`src/rtl/npu_act_mem_wr_ctrl.sv`:
```
// Write arbiter for the activation BRAM port: hw/host writers share the port with a priority reader.
// Optional build macro ACT_MEM_WR_PROTECT_EN drops hw-side writes below PROT_TOP.
module npu_act_mem_wr_ctrl #(
    parameter int                ADDR_W    = 12,
    parameter int                DATA_W    = 8,
    parameter int                MEM_DEPTH = 4096,
    parameter logic [ADDR_W-1:0] PROT_TOP  = 12'h400
) (
    input  logic              clk,
    input  logic              rst,
    input  logic              hw_mem_wr,
    input  logic [ADDR_W-1:0] hw_mem_wr_addr,
    input  logic [DATA_W-1:0] hw_mem_wr_data,
    output logic              hw_mem_wr_ack_p,
    input  logic              host_wr_req,
    input  logic [ADDR_W-1:0] host_wr_addr,
    input  logic [DATA_W-1:0] host_wr_data,
    output logic              host_wr_ack_p,
    input  logic              rd_en,
    input  logic [ADDR_W-1:0] rd_addr,
    output logic              mem_en,
    output logic              mem_we,
    output logic [ADDR_W-1:0] mem_addr,
    output logic [DATA_W-1:0] mem_wdata,
    input  logic              cnt_clr,
    output logic [15:0]       wr_cnt,
    output logic              wr_err
);

`ifdef ACT_MEM_WR_PROTECT_EN
    localparam logic PROT_EN = 1'b1;
`else
    localparam logic PROT_EN = 1'b0;
`endif

    // Handshake: a requester raises req with stable addr/data and holds it until it
    // sees its one-cycle ack_p; it lowers req the cycle after the ack.
    typedef enum logic [1:0] {
        S_IDLE = 2'd0,
        S_WR   = 2'd1,
        S_ACK  = 2'd2
    } state_t;

    state_t            state;
    state_t            state_nxt;
    logic [ADDR_W-1:0] cap_addr;
    logic [DATA_W-1:0] cap_data;
    logic              cap_hw;
    logic              last_hw;
    logic              any_req;
    logic              grant_hw;
    logic              write_cycle;
    logic              out_of_range;
    logic              prot_hit;
    logic              drop;

    assign any_req  = hw_mem_wr | host_wr_req;
    // Round-robin: when both ask, the side not served last wins.
    assign grant_hw = hw_mem_wr & (~host_wr_req | ~last_hw);

    assign out_of_range = (32'(cap_addr) >= 32'(MEM_DEPTH));
    assign prot_hit     = PROT_EN & cap_hw & (cap_addr < PROT_TOP);
    assign drop         = out_of_range | prot_hit;
    assign write_cycle  = (state == S_WR) & ~rd_en;

    always_ff @(posedge clk or negedge rst) begin
        if (!rst) begin
            state <= S_IDLE;
        end else begin
            state <= state_nxt;
        end
    end

    always_comb begin
        state_nxt = state;
        case (state)
            S_IDLE:  if (any_req) state_nxt = S_WR;
            S_WR:    if (!rd_en) state_nxt = S_ACK;
            S_ACK:   state_nxt = S_IDLE;
            default: state_nxt = S_IDLE;
        endcase
    end

    // The reader owns the port whenever it asks; a write only lands on a free WR cycle.
    always_comb begin
        mem_en    = rd_en;
        mem_we    = 1'b0;
        mem_addr  = rd_addr;
        mem_wdata = cap_data;
        if (write_cycle) begin
            mem_en   = 1'b1;
            mem_we   = ~drop;
            mem_addr = cap_addr;
        end
    end

    always_ff @(posedge clk or negedge rst) begin
        if (!rst) begin
            cap_addr <= '0;
            cap_data <= '0;
            cap_hw   <= 1'b0;
            last_hw  <= 1'b0;
        end else if (state == S_IDLE && any_req) begin
            cap_addr <= grant_hw ? hw_mem_wr_addr : host_wr_addr;
            cap_data <= grant_hw ? hw_mem_wr_data : host_wr_data;
            cap_hw   <= grant_hw;
            last_hw  <= grant_hw;
        end
    end

    // Acks are high exactly during the ACK state, to the granted source only.
    always_ff @(posedge clk or negedge rst) begin
        if (!rst) begin
            hw_mem_wr_ack_p <= 1'b0;
            host_wr_ack_p   <= 1'b0;
        end else begin
            hw_mem_wr_ack_p <= write_cycle & cap_hw;
            host_wr_ack_p   <= write_cycle & ~cap_hw;
        end
    end

    always_ff @(posedge clk or negedge rst) begin
        if (!rst) begin
            wr_cnt <= '0;
            wr_err <= 1'b0;
        end else if (cnt_clr) begin
            wr_cnt <= '0;
            wr_err <= 1'b0;
        end else if (write_cycle) begin
            if (drop) begin
                wr_err <= 1'b1;
            end else if (wr_cnt != 16'hFFFF) begin
                wr_cnt <= wr_cnt + 16'd1;
            end
        end
    end

endmodule
```
`config.mk`:
```
export PLATFORM = sky130hd
export DESIGN_NAME = npu_act_mem_wr_ctrl
export DESIGN_NICKNAME = d
export VERILOG_FILES = /design/src/rtl/npu_act_mem_wr_ctrl.sv
export SDC_FILE = /design/constraint.sdc
export NUM_CORES = 1
export LEC_CHECK = 0
export BUFFER_PORTS_ARGS = -buffer_cell sky130_fd_sc_hd__buf_2
export CAP_MARGIN = 5
export CELL_PAD_IN_SITES_DETAIL_PLACEMENT = 0
export CELL_PAD_IN_SITES_GLOBAL_PLACEMENT = 2
export CORE_ASPECT_RATIO = 1.4
export CORE_UTILIZATION = 25
export CTS_BUF_LIST = sky130_fd_sc_hd__clkbuf_16
export DETAILED_ROUTE_END_ITERATION = 10
export GPL_ROUTABILITY_DRIVEN = 0
export PLACE_DENSITY = 0.75
export SYNTH_ARGS = -nofsm -noshare
export SYNTH_HDL_FRONTEND = slang
export SYNTH_SLANG_ARGS = --single-unit
```
`constraint.sdc`:
```
create_clock -name clk -period 1.7 [get_ports clk]
set_input_delay 0.17 -clock clk [delete_from_list [all_inputs] [get_ports clk]]
set_output_delay 0.17 -clock clk [all_outputs]
set_load 0.005 [all_outputs]
```
==> results of run 1 <==
## worst paths after layout
path                       cells past startpoint                     start                  endpoint  slack (ps)
setup / recovery                               5      state[1]$_DFFE_PN0P_               mem_addr[7]        -120
setup reg to reg                               7     wr_cnt[1]$_DFFE_PN0P_    wr_cnt[14]$_DFFE_PN0P_         -40
max in group asynchronous                      3                       rst      state[0]$_DFFE_PN0P_         830
hold / removal                                 2                     rd_en      state[1]$_DFFE_PN0P_         140
min in group asynchronous                      3                       rst    wr_cnt[10]$_DFFE_PN0P_         500
hold reg to reg                                2  mem_wdata[2]$_DFFE_PN0P_  mem_wdata[2]$_DFFE_PN0P_         470
## cell type report
cell class | instances | area share [%]
sequential | 41 | 30.1
tap | 105 | 3.85
clock buffer | 5 | 3.67
multi-input combinational | 155 | 34.8
timing repair buffer | 137 | 26.3
inverter | 2 | 0.220
clock inverter | 3 | 1.10
## cells in the mapped netlist, types with 2 or more instances
cell,count,area share [%]
buf_2,3,0.69
or4_1,5,1.7
or3_1,5,1.4
nand3_1,3,0.69
dfrtp_1,41,47
nand2b_1,4,1.1
and3_1,4,1.1
o21ai_0,24,5.5
clkbuf_1,6,1.0
nor2b_1,3,0.86
buf_4,4,1.4
mux2_2,15,7.7
nand4_1,5,1.4
mux2i_1,21,9.6
nand4_2,2,1.1
a21oi_1,13,3.0
nand2_1,26,4.5
inv_1,2,0.34
o31ai_1,7,2.4
nor2_1,4,0.69
## worst register-to-register path, stage by stage, from the launching register on
cell and delay [ps]:
dfrtp_1 380, ha_2 200, nand2_2 90, nor4_4 40
buf_4 170, buf_4 150, or4_1 490, a21oi_1 150
## registers in the layout (all words and copies together), names as in the netlist
| register | flops |
|---|---|
| cap_addr | 12 |
| host_wr_ack_p | 1 |
| hw_mem_wr_ack_p | 1 |
| last_hw | 1 |
| mem_wdata | 8 |
| state | 2 |
| wr_cnt | 16 |
## power by group
part,total (W),leakage [nW],internal [W],switching [W]
Clock,0.00106,0.0826,0.000682,0.000376
Combinational,0.00147,1.10,0.000834,0.000636
Sequential,0.00143,0.533,0.00126,0.000166
## through the flow
stage          setup slack (ps)  setup TNS, ps
2_1_floorplan              65.8              0
3_3_place_gp               32.1              0
3_5_place_dp              -55.6          -61.6
4_1_cts                    -135          -1590
5_1_grt                    -201          -3050
6_report                   -121          -1470
## what timing repair did
item	4_1_cts	5_1_grt
hold buffers	1	0
pin swaps	3	3
setup endpoints to repair	16	23
endpoints found under the hold margin	41	0
gates resized for setup	29	11
setup buffers	5	2
## logic make-up (layout without fill, tap and decap cells)
group | after synthesis | in the layout
buffers and inverters | 16 | 147
other | 1 | 1
AOI/OAI and AO/OA | 50 | 50
DFF | 41 | 41
adders and majority gates | 1 | 1
xor gates and xnor gates | 1 | 1
and+or+nand+nor | 66 | 66
muxes | 36 | 36
## layer usage
metal / track usage (%) / vias up
met4: 5.36 / 0
li1: - / 1026
met2: 24.6 / 60
met3: 2.44 / 9
met5: 0 / -
met1: 14.9 / 994
==> results.md, run 1 <==
- Yosys cell types: 35
- First-pass GRT wire length: 9.45 mm
- All-Layer GR Usage: 13.5%
- Clk buf depth: 2
- Total chip power: 0.00396 W
- Met1 Routed Length: 2.35 mm
- Max Clk Rate: 549 MHz
- Leak: 1.72 nW
- Commonest register cell after synthesis: dfrtp_1
- Max-cap violations: 0
- Placed Cells incl. Taps: 434
- Core Util, Final: 40.1%
- Core footprint: 8510 sq um
- Max stage delay cell, worst path: dfrtp_1
- Overflow after GRT: 0
- 1st-pass router iterations: 4
- Slew margin rel.: 63.0%
- DIE WIDTH: 81.0 um
- Number of global-route vias before repair: 1996
- DRC errors left: 0
- Critical path, cell by cell: nor3b_4 -> buf_6 -> buf_12 -> mux2_4 -> buf_6
- Wire per inst: 13.5 um
- Final Non-Filler Cells: 448
- Register area: 1030 sq um
- Clock transition at path regs: 60 ps
- Post-route cell area: 3410 sq um
- Compound-Gate Fraction of Synth Area: 13.0%
- Die Y: 113 um
- Worst Skew: 7.38 ps
- Largest net degree at the start of global routing: 42
- Post-Synth Simple-Gate Area: 17.6%
- Post-DP Area: 3020 sq um
- Post-synthesis cell count: 212
- IO Port Bufs: 97
- Nets@finish: 401
- H-tree depth: 2
- Crit path launch type: register
- Initial antenna violation count: 0
- Routed wl met3: 307 um
- Drt total wl: 6.04 mm
- Multi-input gate area: 1190 sq um
- Top Metal Used: met4
- Min cycle time layout: 1820 ps
- Slew @ Worst Pin: 555 ps
- Fillers: 887
- Initial drt markers: 53
- Crit path DAT: 1650 ps
- Worst hold slack: 144 ps
- Power Dens Cells: 1160 nW/um^2
- Ys Warns: 0
- Max incr delay on CP: 410 ps
- Asr flop ratio synth: 100%
- Clock Tree Root: clkbuf_16
- Multiplexer share of the synthesized area: 17.4%
- Req. time, crit path: 1530 ps
- Overall via count from detail_route: 2089
- Final setup violation count: 17
- Commonest non-fill, non-tap cell in the layout: buf_2
- Post-detail-place hpwl: 4.51 mm
- CTS buffer count: 5
- RSZ-0062 raised after global routing: yes
- XOR/XNOR Fraction of Synth Area: 0.401%
- CP endpoint kind: output port
- Worst hold path class: in2reg
- Syn-to-layout area delta: 56.3%
- Adder-cell area share of the yosys netlist: 0.573%
- Worst-path fanout max: 7
- Worst skew pair latency: 280 ps
- # rows: 40
- CTS sink cnt: 41
- Max Slew Vio Count: 0
- Antenna violation net count after detailed routing: 0
- Final hold viol count: 0
- Avg Vias per Cell: 4.66
- CP delay by family, top: flip-flops
- Critical path class: reg2out
- Synthesized area: 2180 sq um
- Syn Nets: 271
- Seq cells post-synth: 41
- Die ar.: 9120 sq um
- Failing checks: setup timing
- Most frequent cells in the layout: buf_2 (86), dfrtp_1 (41), buf_4 (33), nand2_1 (25), o21ai_0 (23)
- Share of cells above drive strength 1: 50.4%
- Final WS setup: -121 ps
- Io pins: 99
- Most used cell, CP: buf_6
- Number of enable flip-flop cells after synthesis: 0
- CTS tree: yes
- Syn avg cell area: 10.3 sq um
- Tcrit/Tclk final: 107%
- Status: finished, violations left
- Sequential area share after synthesis: 47.0%
- N_diodes: 0
- Largest family of logic cells by synthesized area: simple AND/OR/NAND/NOR gates
- Crit path buffers/inverters: 3
- Max VDD drop: 0.000684 V
- Routed wl met2: 3.24 mm
- Initial Utilization: 25.7%
Note: power is estimated with default switching activity, not from simulation.
==> run 2: changes to the inputs <==
--- a/config.mk
+++ b/config.mk
@@ -5,13 +5,14 @@
 export SDC_FILE = /design/constraint.sdc
 export NUM_CORES = 1
 export LEC_CHECK = 0
+export ABC_AREA = 1
 export BUFFER_PORTS_ARGS = -buffer_cell sky130_fd_sc_hd__buf_2
 export CAP_MARGIN = 5
 export CELL_PAD_IN_SITES_DETAIL_PLACEMENT = 0
 export CELL_PAD_IN_SITES_GLOBAL_PLACEMENT = 2
 export CORE_ASPECT_RATIO = 1.4
-export CORE_UTILIZATION = 25
-export CTS_BUF_LIST = sky130_fd_sc_hd__clkbuf_16
+export CORE_UTILIZATION = 23
+export CTS_CLUSTER_DIAMETER = 100
 export DETAILED_ROUTE_END_ITERATION = 10
 export GPL_ROUTABILITY_DRIVEN = 0
 export PLACE_DENSITY = 0.75
==> run 2 against run 1 <==
Critical path depth unchanged. Setup slack improved by 280 ps. Critical path type unchanged. First-iteration DRC count is 28% higher. Register-to-register slack gained 200 ps. Synthesized cell count up 48%. Sequential cell count is the same. Combinational power down 13%. The flow now finishes without violations.
==> results.md, run 2 <==
- Status: completed
- Post-synthesis cell count: 313
- Final setup violation count: 0
- Overflow after GRT: 0
- CTS buffer count: 5
- Final hold viol count: 0
- Max VDD drop: 0.000482 V
- Req. time, crit path: 1530 ps
- Seq cells post-synth: 41
- Number of enable flip-flop cells after synthesis: 0
- Synth cell count leaders: nand2_1 (79), nor2_1 (43), dfrtp_1 (41), o21ai_0 (38), inv_1 (28)
- Die ar.: 10500 sq um
- H-tree depth: 2
- Area contributors post-synth: dfrtp_1 (44%), nand2_1 (13%), o21ai_0 (8.2%)
- Io pins: 99
- Max Slew Vio Count: 0
- Worst hold path class: in2reg
- Largest net degree at the start of global routing: 33
- Crit path launch type: register
- Syn-to-layout area delta: 37.4%
- Max Clk Rate: 649 MHz
- Post-detail-place hpwl: 5.08 mm
- Commonest non-fill, non-tap cell in the layout: buf_2
- CTS tree: yes
- CTS sink cnt: 41
- Asr flop ratio synth: 100%
- Slew @ Worst Pin: 559 ps
- Critical path class: reg2out
- Psw: 0.00124 W
- DRC errors left: 0
- Int Power: 0.00248 W
- Post-route cell area: 3190 sq um
- Syn Nets: 372
- Clock Tree Root: clkbuf_16
- Sequential share of power: 37.4%
- Sequential area share after synthesis: 44.1%
- Biggest register: wr_cnt
- Wire per inst: 12.6 um
- Post-Route Setup TNS: 0 ps
- Nets@finish: 474
- Fillers: 1096
- N_diodes: 0
- Initial drt markers: 68
- Min cycle time layout: 1540 ps
- Yosys top cell by area: dfrtp_1
- Clock Power Share: 28.3%
- Syn avg cell area: 7.43 sq um
- Drt total wl: 6.91 mm
- Core Util, Final: 32.4%
- # rows: 43
- RSZ-0062 raised after global routing: no
- Final Non-Filler Cells: 550
- Most frequent cells in the layout: buf_2 (97), nand2_1 (79), nor2_1 (42), dfrtp_1 (41), o21ai_0 (38)
- CP delay by family, top: buffers and inverters
- Number of global-route vias before repair: 2349
- Most common cell in the netlist: nand2_1
- Worst Skew: 5.75 ps
- Power Dens Cells: 1160 nW/um^2
- Avg Vias per Cell: 4.39
- Overall via count from detail_route: 2416
- All-Layer GR Usage: 13.9%
- Placed Cells incl. Taps: 541
- Tcrit/Tclk final: 90.6%
- Max-cap violations: 0
- Comb power frac: 34.3%
- Leak: 1.64 nW
- Initial Utilization: 23.6%
- Die Y: 121 um
- Max reg flops: 16
- Yosys top cell area share: 44.1%
- Clock transition at path regs: 60 ps
- Crit path DAT: 1370 ps
- IO Port Bufs: 97
- Slew margin rel.: 62.7%
- Critical path, cell by cell: inv_1 -> nand3_2 -> buf_8 -> o21ai_0 -> buf_2
- Worst skew pair latency: 280 ps
- Initial antenna violation count: 0
- Switching Fraction: 33.3%
- Ys Warns: 0
- Clk buf depth: 2
- Post-DP Area: 2990 sq um
- Worst-path fanout max: 26
- DIE WIDTH: 87.0 um
- Crit path buffers/inverters: 3
- CP endpoint kind: output port
- Synthesized area: 2320 sq um
- Max incr delay on CP: 370 ps
- First-pass GRT wire length: 11.4 mm
- Antenna violation net count after detailed routing: 0
- Core footprint: 9850 sq um
- Max stage delay cell, worst path: dfrtp_1
- 1st-pass router iterations: 4
- Yosys cell types: 27
- Commonest register cell after synthesis: dfrtp_1
- Share of cells above drive strength 1: 33.3%
[run 2: worst paths after layout]
kind                                               start                       end  slack (ps)  depth (start not counted)
max in group asynchronous                            rst     wr_cnt[4]$_DFFE_PN0P_         800                          3
worst min register to register  mem_wdata[3]$_DFFE_PN0P_  mem_wdata[3]$_DFFE_PN0P_         480                          2
worst max register to register     wr_cnt[1]$_DFFE_PN0P_     wr_cnt[9]$_DFFE_PN0P_         160                          8
worst max-delay path                state[1]$_DFFE_PN0P_               mem_addr[2]         160                          5
min in group asynchronous                            rst     wr_cnt[9]$_DFFE_PN0P_         400                          2
worst min-delay path                   hw_mem_wr_data[4]  mem_wdata[4]$_DFFE_PN0P_         150                          3
[run 2: tightest hold or removal path: stages]
cell and delay, ps:
buf_2 80, nor2_1 30, o21ai_1 110
[run 2: timing repair]
| item | CTS | global route |
|---|---|---|
| endpoints found under the hold margin | 18 | 0 |
| hold buffers | 1 | 0 |
| endpoints found under the setup margin | 0 | 16 |
| setup buffers | 0 | 0 |
| gates resized for setup | 0 | 5 |
[run 2: stage by stage]
stage | hold WS [ps] | setup WS, ps | power [W]
4_1_cts | 142 | 23.0 | 0.00376
3_3_place_gp | 179 | 172 | 0.00266
5_1_grt | 147 | 22.5 | 0.00405
3_5_place_dp | 179 | 138 | 0.00268
6_report | 145 | 160 | 0.00371
2_1_floorplan | -126 | 246 | 0.00215
[run 2: cells by family after synthesis]
group / count (synthesis) / share of synthesized area (%)
simple gates: 154 / 29.1
compound gates: 66 / 16.1
buf+inv: 46 / 8.45
flops: 41 / 44.1
xor+xnor: 4 / 1.51
fa+ha+maj: 1 / 0.538
other cells: 1 / 0.161
[run 2: final cells by class]
cell class / count / area [sq um] / share of cell area (%)
Timing Repair Buffer: 109 / 598 / 18.7
Clock buffer: 5 / 125 / 3.92
Tap cell: 135 / 169 / 5.29
Inverter: 31 / 116 / 3.64
Sequential cell: 41 / 1030 / 32.1
Clock inverter: 2 / 35.0 / 1.10
Multi-Input combinational cell: 227 / 1120 / 35.2
[run 2: per-layer routing]
metal  GRT usage [%]  up-vias  routed length, um
met1            16.9     1119               3010
met4            4.58        0                 80
met5               0        -                  0
li1                -     1215                  -
met3            2.93        6                320
met2            24.2       76               3500
[run 2: power groups by stage]
stage	sequential, W	combinational, W	clock (W)
after floorplan	0.00140	0.000750	0
after global placement	0.00139	0.00127	0
after detailed placement	0.00140	0.00128	0
after CTS	0.00139	0.00128	0.00109
after global routing	0.00142	0.00149	0.00114
final	0.00139	0.00128	0.00105
==> run 3: changes to the inputs <==
--- a/config.mk
+++ b/config.mk
@@ -5,13 +5,12 @@
 export SDC_FILE = /design/constraint.sdc
 export NUM_CORES = 1
 export LEC_CHECK = 0
-export ABC_AREA = 1
 export BUFFER_PORTS_ARGS = -buffer_cell sky130_fd_sc_hd__buf_2
 export CAP_MARGIN = 5
 export CELL_PAD_IN_SITES_DETAIL_PLACEMENT = 0
 export CELL_PAD_IN_SITES_GLOBAL_PLACEMENT = 2
 export CORE_ASPECT_RATIO = 1.4
-export CORE_UTILIZATION = 23
+export CORE_UTILIZATION = 25
 export CTS_CLUSTER_DIAMETER = 100
 export DETAILED_ROUTE_END_ITERATION = 10
 export GPL_ROUTABILITY_DRIVEN = 0
==> run 3 against run 2 <==
The flow now finishes with violations (setup timing). Setup slack got worse by 290 ps. Cell count fell by 19%. Sequential share of layout area is 2.1 points lower. Via count decreased by 14%. Die area fell by 13%. Maximum frequency shrank 16%. Non-clock buffer count is 28 higher. Core utilization grew 7.8 points. Critical path type unchanged. Largest cell class unchanged. Highest routed layer unchanged.
==> results.md, run 3 (synthesis gave the netlist of run 1 again) <==
- Status: finished, violations left
- Failing checks: setup timing
- Clock transition at path regs: 60 ps
- Most frequent cells in the layout: buf_2 (86), dfrtp_1 (41), buf_4 (33), nand2_1 (25), o21ai_0 (23)
- Overall via count from detail_route: 2077
- Final WS setup: -129 ps
- Most used cell, CP: buf_6
- Core Util, Final: 40.2%
- N_diodes: 0
- Int Power: 0.00283 W
- Clk buf depth: 2
- Die ar.: 9120 sq um
- Post-Route Setup TNS: -1590 ps
- Initial drt markers: 52
- RSZ-0062 raised after global routing: yes
- Slew @ Worst Pin: 555 ps
- Switching Fraction: 29.3%
- # rows: 40
- Crit path launch type: register
- Dpl ws: -55.6 ps
- Core footprint: 8510 sq um
- Commonest non-fill, non-tap cell in the layout: buf_2
- Antenna violation net count after detailed routing: 0
- First-pass GRT wire length: 9.45 mm
- Max VDD drop: 0.000686 V
- Max stage delay cell, worst path: dfrtp_1
- Final hold viol count: 0
- Overflow after GRT: 0
- Biggest register: wr_cnt
- CTS tree: yes
- Final setup violation count: 17
- 1st-pass router iterations: 4
- Worst Skew: 6.22 ps
- Psw: 0.00118 W
- Share of cells above drive strength 1: 50.7%
- Max reg flops: 16
- Nets@finish: 401
- Wire per inst: 13.4 um
- Initial antenna violation count: 0
- Number of global-route vias before repair: 1988
- CP endpoint kind: output port
- Comb power frac: 36.7%
- Total chip power: 0.00401 W
- DRC errors left: 0
- Initial Utilization: 25.7%
- Critical path class: reg2out
- Max Slew Vio Count: 0
- Clock Power Share: 27.6%
- DIE WIDTH: 81.0 um
- Sequential share of power: 35.7%
- Worst skew pair latency: 280 ps
- CTS sink cnt: 41
- Leak: 1.72 nW
- Max Clk Rate: 547 MHz
- Post-detail-place hpwl: 4.51 mm
- Power Dens Cells: 1170 nW/um^2
- Worst hold path class: in2reg
- Tcrit/Tclk final: 108%
- FF-to-FF setup slack: -50 ps
- Max-cap violations: 0
- Fillers: 885
- Min cycle time layout: 1830 ps
- Syn-to-layout area delta: 56.7%
- Drt total wl: 6.02 mm
- Crit path DAT: 1660 ps
- Largest net degree at the start of global routing: 42
- Clock Tree Root: clkbuf_16
- All-Layer GR Usage: 13.5%
- Req. time, crit path: 1530 ps
- Avg Vias per Cell: 4.64
- Max incr delay on CP: 410 ps
- Placed Cells incl. Taps: 434
- CTS buffer count: 5
- Critical path, cell by cell: nor3b_4 -> buf_6 -> buf_12 -> mux2_4 -> buf_6
- Worst-path fanout max: 7
- IO Port Bufs: 97
- Slew margin rel.: 63.0%
- Final Non-Filler Cells: 448
- Io pins: 99
- Die Y: 113 um
- H-tree depth: 2
## run 3: cell types whose count changed in the layout (fill, tap and decap cells not counted), moves of 11 or more
| cell | before | now |
|---|---|---|
| nor2_1 | 42 | 4 |
| o22ai_1 | 12 | 0 |
| o21ai_0 | 38 | 23 |
| buf_4 | 9 | 33 |
| mux2i_1 | 0 | 21 |
| buf_2 | 97 | 86 |
| nand2_1 | 79 | 25 |
| inv_1 | 28 | 2 |
| nand3_1 | 16 | 3 |
| buf_6 | 0 | 15 |
| mux2_4 | 0 | 12 |
## run 3: worst max-delay path: cells and delay by family (launching register included)
kind / cells / cell delay, ps
buffers and inverters: 3 / 390
flip-flops: 1 / 410
multiplexers: 1 / 300
AND/OR/NAND/NOR: 1 / 280
## run 3: area by class of cell
cell class | instances | area, sq um | share of cell area, %
inverter | 2 | 7.51 | 0.219
clock inverter | 1 | 30.0 | 0.878
sequential | 41 | 1030 | 30.0
timing repair buffer | 137 | 897 | 26.2
multi-input combinational | 155 | 1190 | 34.7
clock buffer | 7 | 143 | 4.17
tap | 105 | 131 | 3.84
## run 3: what timing repair did
item	4_1_cts	5_1_grt
pin swaps	3	3
buffers inserted	5	2
hold endpoints to repair	41	0
setup endpoints to repair	16	23
gates resized for setup	29	11
hold buffers	1	0
## run 3: worst paths after layout
check / startpoint / endpoint / depth (start not counted)
max: state[1]$_DFFE_PN0P_ / mem_addr[7] / 5
min: rd_en / state[1]$_DFFE_PN0P_ / 2
max reg2reg: wr_cnt[1]$_DFFE_PN0P_ / wr_cnt[14]$_DFFE_PN0P_ / 7
min reg2reg: mem_wdata[2]$_DFFE_PN0P_ / mem_wdata[2]$_DFFE_PN0P_ / 2
max in group asynchronous: rst / state[0]$_DFFE_PN0P_ / 3
min in group asynchronous: rst / wr_cnt[10]$_DFFE_PN0P_ / 3
## run 3: power by group through the flow
stage                     Sequential, W  Clock [W]  Combinational [W]
after floorplan                 0.00142          0           0.000656
after global placement          0.00144          0            0.00125
after detailed placement        0.00144          0            0.00127
after CTS                       0.00144    0.00114            0.00148
after global routing            0.00147    0.00118            0.00163
final                           0.00143    0.00111            0.00147
## run 3: stage by stage
step | cell area (sq um) | hold slack [ps]
after CTS | 3370 | 136
after global placement | 3020 | 279
after floorplan | 2190 | -126
final | 3420 | 142
after detailed placement | 3020 | 284
after global routing | 3420 | 162
## run 3: metal layers
metal / vias to the layer above / wire length, um / track usage [%]
li1: 1026 / - / -
met1: 988 / 2350 / 15.0
met2: 54 / 3230 / 24.5
met3: 9 / 302 / 2.44
met4: 0 / 142 / 5.36
met5: - / 0 / 0
